===== src/rtl/seg_pkg.sv =====
// Shared constants for the two-digit seven-segment scanner.
// Segment patterns are active-high, bit order {g,f,e,d,c,b,a}.
package seg_pkg;

    localparam logic [6:0] SEG_0    = 7'h3F;
    localparam logic [6:0] SEG_1    = 7'h06;
    localparam logic [6:0] SEG_2    = 7'h5B;
    localparam logic [6:0] SEG_3    = 7'h4F;
    localparam logic [6:0] SEG_4    = 7'h66;
    localparam logic [6:0] SEG_5    = 7'h6D;
    localparam logic [6:0] SEG_6    = 7'h7D;
    localparam logic [6:0] SEG_7    = 7'h07;
    localparam logic [6:0] SEG_8    = 7'h7F;
    localparam logic [6:0] SEG_9    = 7'h6F;
    localparam logic [6:0] SEG_DASH = 7'h40;
    localparam logic [6:0] SEG_OFF  = 7'h00;

    localparam logic [1:0] DIG_LO_N = 2'b10;
    localparam logic [1:0] DIG_HI_N = 2'b01;
    localparam logic [1:0] DIG_NONE = 2'b11;

    localparam logic SEL_LO = 1'b0;
    localparam logic SEL_HI = 1'b1;

    localparam logic PHASE_ON  = 1'b1;
    localparam logic PHASE_OFF = 1'b0;

    typedef struct packed {
        logic [3:0] hi;
        logic [3:0] lo;
        logic       blink;
    } disp_val_t;

endpackage


===== src/rtl/bcd_to_seg.sv =====
// BCD digit to seven-segment pattern.
// Codes 10-15 show a dash so bad data is visible.
module bcd_to_seg
    import seg_pkg::*;
(
    input  logic [3:0] bcd,
    output logic [6:0] seg
);

    // Pure lookup; no state.
    always_comb begin
        seg = SEG_DASH;
        unique case (bcd)
            4'd0:    seg = SEG_0;
            4'd1:    seg = SEG_1;
            4'd2:    seg = SEG_2;
            4'd3:    seg = SEG_3;
            4'd4:    seg = SEG_4;
            4'd5:    seg = SEG_5;
            4'd6:    seg = SEG_6;
            4'd7:    seg = SEG_7;
            4'd8:    seg = SEG_8;
            4'd9:    seg = SEG_9;
            default: seg = SEG_DASH;
        endcase
    end

endmodule


===== src/rtl/seg_scan_driver.sv =====
// Two-digit multiplexed seven-segment scanner with guard cycles,
// frame-aligned updates, leading-zero blanking and blinking.
module seg_scan_driver
    import seg_pkg::*;
#(
    parameter int SCAN_DIV     = 4,
    parameter int BLINK_FRAMES = 2
) (
    input  logic       CLOCK,
    input  logic       RESET,
    input  logic       LOAD,
    input  logic [3:0] DIG_HI,
    input  logic [3:0] DIG_LO,
    input  logic       BLINK,
    input  logic       LZB,
    output logic       PENDING,
    output logic [6:0] DISP,
    output logic [1:0] DISP_D
);

    localparam int CW = $clog2(SCAN_DIV);
    localparam int FW = (BLINK_FRAMES > 1) ? $clog2(BLINK_FRAMES) : 1;
    localparam logic [CW-1:0] CNT_LAST = CW'(SCAN_DIV - 1);
    localparam logic [FW-1:0] FRM_LAST = FW'(BLINK_FRAMES - 1);

    logic [CW-1:0] cnt_q, cnt_d;
    logic          sel_q, sel_d;
    logic [FW-1:0] frm_q, frm_d;
    logic          phase_q, phase_d;
    disp_val_t     pend_q, pend_d;
    logic          pend_v_q, pend_v_d;
    disp_val_t     act_q, act_d;
    logic          valid_q, valid_d;
    logic [6:0]    disp_q, disp_d;
    logic [1:0]    dsel_q, dsel_d;

    logic          slot_end;
    logic          boundary;
    logic [3:0]    digit;
    logic [6:0]    seg;
    logic          blank;

    bcd_to_seg u_dec (
        .bcd (digit),
        .seg (seg)
    );

    // Slot/frame timing, capture, frame-aligned transfer and blink phase.
    always_comb begin
        slot_end = (cnt_q == CNT_LAST);
        boundary = slot_end && (sel_q == SEL_HI);

        cnt_d = slot_end ? '0 : cnt_q + CW'(1);
        sel_d = slot_end ? ~sel_q : sel_q;

        pend_d   = pend_q;
        pend_v_d = pend_v_q && !boundary;
        if (LOAD) begin
            pend_d.hi    = DIG_HI;
            pend_d.lo    = DIG_LO;
            pend_d.blink = BLINK;
            pend_v_d     = 1'b1;
        end

        act_d   = act_q;
        valid_d = valid_q;
        frm_d   = frm_q;
        phase_d = phase_q;
        if (boundary) begin
            if (pend_v_q) begin
                act_d   = pend_q;
                valid_d = 1'b1;
            end
            if (pend_v_q && pend_q.blink) begin
                frm_d   = '0;
                phase_d = PHASE_ON;
            end else if (frm_q == FRM_LAST) begin
                frm_d   = '0;
                phase_d = ~phase_q;
            end else begin
                frm_d = frm_q + FW'(1);
            end
        end
    end

    // Next output pattern for the slot currently being scanned.
    always_comb begin
        digit = (sel_q == SEL_HI) ? act_q.hi : act_q.lo;
        blank = !valid_q
             || (cnt_q == '0)
             || (act_q.blink && (phase_q == PHASE_OFF))
             || ((sel_q == SEL_HI) && LZB && (act_q.hi == 4'd0));
        disp_d = blank ? SEG_OFF : seg;
        if (blank)
            dsel_d = DIG_NONE;
        else
            dsel_d = (sel_q == SEL_HI) ? DIG_HI_N : DIG_LO_N;
    end

    // All state, cleared asynchronously including the pending value.
    always_ff @(posedge CLOCK or negedge RESET) begin
        if (!RESET) begin
            cnt_q    <= '0;
            sel_q    <= SEL_LO;
            frm_q    <= '0;
            phase_q  <= PHASE_ON;
            pend_q   <= '0;
            pend_v_q <= 1'b0;
            act_q    <= '0;
            valid_q  <= 1'b0;
            disp_q   <= SEG_OFF;
            dsel_q   <= DIG_NONE;
        end else begin
            cnt_q    <= cnt_d;
            sel_q    <= sel_d;
            frm_q    <= frm_d;
            phase_q  <= phase_d;
            pend_q   <= pend_d;
            pend_v_q <= pend_v_d;
            act_q    <= act_d;
            valid_q  <= valid_d;
            disp_q   <= disp_d;
            dsel_q   <= dsel_d;
        end
    end

    assign PENDING = pend_v_q;
    assign DISP    = disp_q;
    assign DISP_D  = dsel_q;

endmodule

===== config.mk =====
export PLATFORM = sky130hd
export DESIGN_NAME = seg_scan_driver
export DESIGN_NICKNAME = d
export VERILOG_FILES = /design/src/rtl/seg_pkg.sv /design/src/rtl/bcd_to_seg.sv /design/src/rtl/seg_scan_driver.sv
export SDC_FILE = /design/constraint.sdc
export NUM_CORES = 1
export LEC_CHECK = 0
export ABC_AREA = 1
export BUFFER_PORTS_ARGS = -buffer_cell sky130_fd_sc_hd__clkbuf_2
export CAP_MARGIN = 20
export CORE_MARGIN = 2
export CORE_UTILIZATION = 50
export CTS_CLUSTER_SIZE = 24
export DETAILED_ROUTE_END_ITERATION = 8
export PLACE_DENSITY = 0.71
export SYNTH_ARGS = -nofsm -noshare
export SYNTH_HDL_FRONTEND = slang
export SYNTH_HIERARCHICAL = 1
export SYNTH_SLANG_ARGS = --single-unit

===== constraint.sdc =====
create_clock -name CLOCK -period 3.3 [get_ports CLOCK]
set_input_delay 0.165 -clock CLOCK [delete_from_list [all_inputs] [get_ports CLOCK]]
set_output_delay 0.165 -clock CLOCK [all_outputs]
set_load 0.01 [all_outputs]

==> PnR_summary.wiki <==
{| class="wikitable"
! Metric !! Value
|-
| Root cell of the clock tree || clkbuf_4
|-
| Clock share of power || between 20% and 30%
|-
| Critical Path RT || 3.52 ns
|-
| Number of clock sinks || 34
|-
| Type of origin of the critical path || flop
|-
| Multiplexer fraction of the synthesized cell area || 0%
|-
| CTS Buffer Depth || 2
|-
| Switching share of total power || between 20% and 30%
|-
| Hpwl dp || roughly 1900 µm
|-
| Power consumption || around 0.8 mW
|-
| DRT Pass-1 Iters || 4
|-
| Mean cell area of the mapped netlist || 8.92 µm²
|-
| Post-synthesis cell type count || 21
|-
| R2r worst-path depth || 11
|-
| CP max FO || 9
|-
| Period Utilization, post-route || 52.4%
|-
| Gr ovfl total || 0
|-
| Number of vias after detailed routing || ~1100
|-
| Unrepaired setup endpoints after global routing || no
|-
| Classification of the worst-slack hold path || in -> reg
|-
| End of the worst register-to-register path || DISP[3]
|-
| Total length of routed wires || roughly 2500 µm
|-
| Flip-flop cell with the highest count after synthesis || dfrtp_1
|-
| H-tree levels || 2
|-
| Grt met1 use || between 10% and 20%
|-
| Register clock-pin slew on the reported worst setup and hold paths || approximately 0.10 ns
|-
| Post-CTS Setup Inserts || 0
|-
| Post-Route Skew || roughly 0.010 ns
|-
| CP max-delay cell || dfrtp_1
|-
| Wire length of the first global-routing pass || 4660 µm
|-
| Time the worst path needs with I/O delays and setup || ~1.7 ns
|-
| Synthesis-to-finish area growth || 12.3%
|-
| Cell count after synthesis || between 150 and 200
|-
| Clock network latency to the later pin of the worst-skew pair || 0.34 ns
|-
| Post-layout nets || roughly 230
|-
| Number of hold violations in the final report || 0
|-
| Overall die height || just over 60 µm
|-
| Post-synthesis simple-gate area fraction || 20.7%
|-
| Pins over their slew limit || 0
|-
| Number of antenna repair diodes || 0
|-
| Leak Pwr || between 1 and 1.5 nW
|-
| Depth of the critical timing path with buffers and inverters included || 11
|-
| Slew margin rel. || between 40% and 50%
|-
| Post-detailed-route count of antenna-violating nets || 0
|-
| Cell row count || 20
|-
| Hold Path Depth || 3
|-
| Number of warnings issued by yosys || 6
|-
| Post-route core utilization || 59.1%
|-
| Setup crit end kind || flop
|-
| Internal power || ~0.59 mW
|-
| Type of the worst setup path || reg -> reg
|-
| Met2 Resource Use GR || about 31%
|-
| Proportion of synthesized chip area in sequential cells || a little over half
|-
| Number of buffers added by the clock tree synthesis step || 5
|-
| CTS tree || yes
|-
| Xor and xnor fraction of the mapped netlist area || 0%
|-
| Sequential group share of total power || a little under three fifths
|-
| Global-route track usage on met3 || 6.61%
|-
| Count of input and output buffers || 22
|-
| Power density normalized to cell area || between 400 and 500 nW/µm²
|-
| Effective utilization at floorplan || between 50% and 60%
|-
| GRT Total Usage || between 10% and 20%
|-
| Width of the chip || 60.7 µm
|-
| Cell area after layout || ~1800 µm²
|-
| Slew @ Worst Pin || 0.795 ns
|-
| Area post-placement || ~1700 µm²
|-
| Most prevalent standard cell on the critical path || nand2_1
|-
| Fraction of synthesis flops using an asynchronous set or reset pin || 100%
|-
| Final Wtd Congestion || just over 0.8
|-
| Initial antenna violation count || 0
|-
| Via count of the first global-routing pass || around 1100
|-
| Post-layout instance count excluding filler cells || between 200 and 300
|-
| Share of the synthesized area in compound gates (AO/OA/AOI/OAI) || 9.51%
|-
| End point of the most critical hold path || pend_q[0]
|-
| Net switching power of the design || about 0.23 mW
|-
| Critical Path AT || 1.95 ns
|-
| Cell-by-cell listing of the critical path || inv_1 -> nand2_1 -> nand2_1 -> inv_1 -> ha_1 -> nand2_1 -> nand2_1 -> nand2_1 -> nand2_1 -> inv_1 -> nor2_1
|-
| Reg2reg start || sel_q
|-
| FMAX || between 500 and 600 MHz
|-
| Final TNS setup || 0 ns
|-
| Origin of the worst min-delay path || BLINK
|-
| Maximum number of pins on one net before global-route repair || 35
|-
| Number of design-rule violations left by the first detailed-router iteration || 23
|-
| Post-Synthesis Net Count || approximately 200
|-
| CP max stage delay || 0.52 ns
|-
| Dominant delay contributor by cell family on the critical path || flip-flops
|-
| Mean routed wirelength per cell || 9.80 µm
|-
| Post-synthesis adder-cell area fraction || 6.24%
|-
| Largest family of logic cells by synthesized area || simple AND/OR/NAND/NOR gates
|-
| Fraction of layout instances using a drive strength above 1 || between 20% and 30%
|-
| Post-route DRC || 0
|-
| I/O pin cnt || 23
|-
| Share of power burned in combinational logic || between 10% and 20%
|-
| Floorplan Core Area || 3050 µm²
|-
| Netlist area before placement || roughly 1600 µm²
|-
| Worst setup slack for register-to-register paths || between 1.5 and 2 ns
|-
| Area of the die || ~3700 µm²
|-
| Post-synth EDFFs || 0
|-
| Buffer and inverter count on the worst path || 3
|-
| Top Usage Layer GRT || met2
|-
| Number of placed cells counting well taps || 242
|-
| Highest ir drop seen on vdd || roughly 0.27 mV
|-
| Per-cell via count in the routed design || around 4.5
|-
| Final setup violating endpoints || 0
|-
| Result of the run || finished, final reports clean
|-
| Max Cap Violations || 0
|-
| Seq cells post-synth || 34
|}
layout by cell type, fill, tap and decap left out:
cell / instances
ha_1: 8
clkbuf_8: 1
dlygate4sd3_1: 1
o21a_1: 1
dfrtp_1: 31
a21o_2: 1
o211ai_1: 1
inv_1: 30
clkinvlp_4: 1
nand3_1: 4
o21ai_0: 9
nor2_1: 14
inv_2: 1
o21ai_2: 9
clkinv_2: 1
o21ai_1: 1
clkbuf_4: 5
clkbuf_2: 22
nand2_4: 1
and2_1: 1
inv_6: 1
dfstp_2: 3
nand2_8: 1
nand2_1: 59
layer usage:
layer	part of all wire [%]	wire, µm	up-vias
met4	1.9	47	0
met3	5.6	137	7
li1	-	-	592
met5	0	0	-
met2	48	1180	26
met1	45	1100	508
layout make-up:
| class | count | area [µm²] |
|---|---|---|
| fill | 288 | 1250 |
| sequential | 34 | 855 |
| multi-input combinational | 110 | 584 |
| inverter | 32 | 125 |
| timing repair buffer | 23 | 120 |
| tap | 44 | 55.1 |
| clock buffer | 6 | 51.3 |
| clock inverter | 2 | 12.5 |
how the worst max path moves through the flow:
stage | from | to | slack, ns
2_1_floorplan | sel_q | DISP[3] | 1.79
3_3_place_gp | sel_q | DISP[3] | 1.72
3_5_place_dp | sel_q | DISP[3] | 1.60
4_1_cts | sel_q | DISP[3] | 1.56
5_1_grt | sel_q | DISP[3] | 1.40
6_report | sel_q | DISP[3] | 1.57
cell families after synthesis:
group	Yosys count
AO/OA/AOI/OAI	22
adder cells (fa/ha/maj)	8
buffers and inverters	36
flip-flops	34
AND/OR/NAND/NOR	80
worst min-delay path: stages:
cell and delay, ns:
clkbuf_2 0.07, nand2_1 0.04, o21ai_0 0.06
timing repair:
item	4_1_cts	5_1_grt
endpoints found under the hold margin	31	0
setup endpoints to repair	0	0
gates resized for setup	0	0
hold buffers	1	0
through the flow:
stage | hold WS, ns | worst slack [ns]
after floorplan | -0.131 | 1.79
after global placement | 0.277 | 1.72
after global routing | 0.0291 | 1.40
after CTS | 0.0158 | 1.56
after detailed placement | 0.290 | 1.60
final | 0.0302 | 1.57
power groups by stage:
stage / logic, mW / clock network [mW] / registers (mW)
finish: 0.117 / 0.242 / 0.461
global route: 0.141 / 0.274 / 0.465
floorplan: 0.0863 / 0 / 0.466
global placement: 0.111 / 0 / 0.468
CTS: 0.120 / 0.251 / 0.461
detailed placement: 0.118 / 0 / 0.469
synth_stat cells, types with 2 or more instances:
master | count | area, µm²
nand2_1 | 59 | 221
buf_2 | 2 | 10.0
ha_1 | 8 | 100
o21ai_0 | 9 | 45.0
nand3_1 | 4 | 20.0
dfrtp_1 | 31 | 776
inv_1 | 30 | 113
dfstp_2 | 3 | 78.8
nor2_1 | 14 | 52.6
o21ai_2 | 9 | 78.8
flip-flops by register name, indices dropped and copies added (netlist names):
| register | count |
|---|---|
| frm_q | 1 |
| pend_q | 9 |
| act_q | 9 |
| DISP_D | 2 |
| DISP | 7 |
| cnt_q | 2 |
| PENDING | 1 |
| sel_q | 1 |
| phase_q | 1 |
| valid_q | 1 |
No activity file was read; power rests on OpenSTA's default activity.
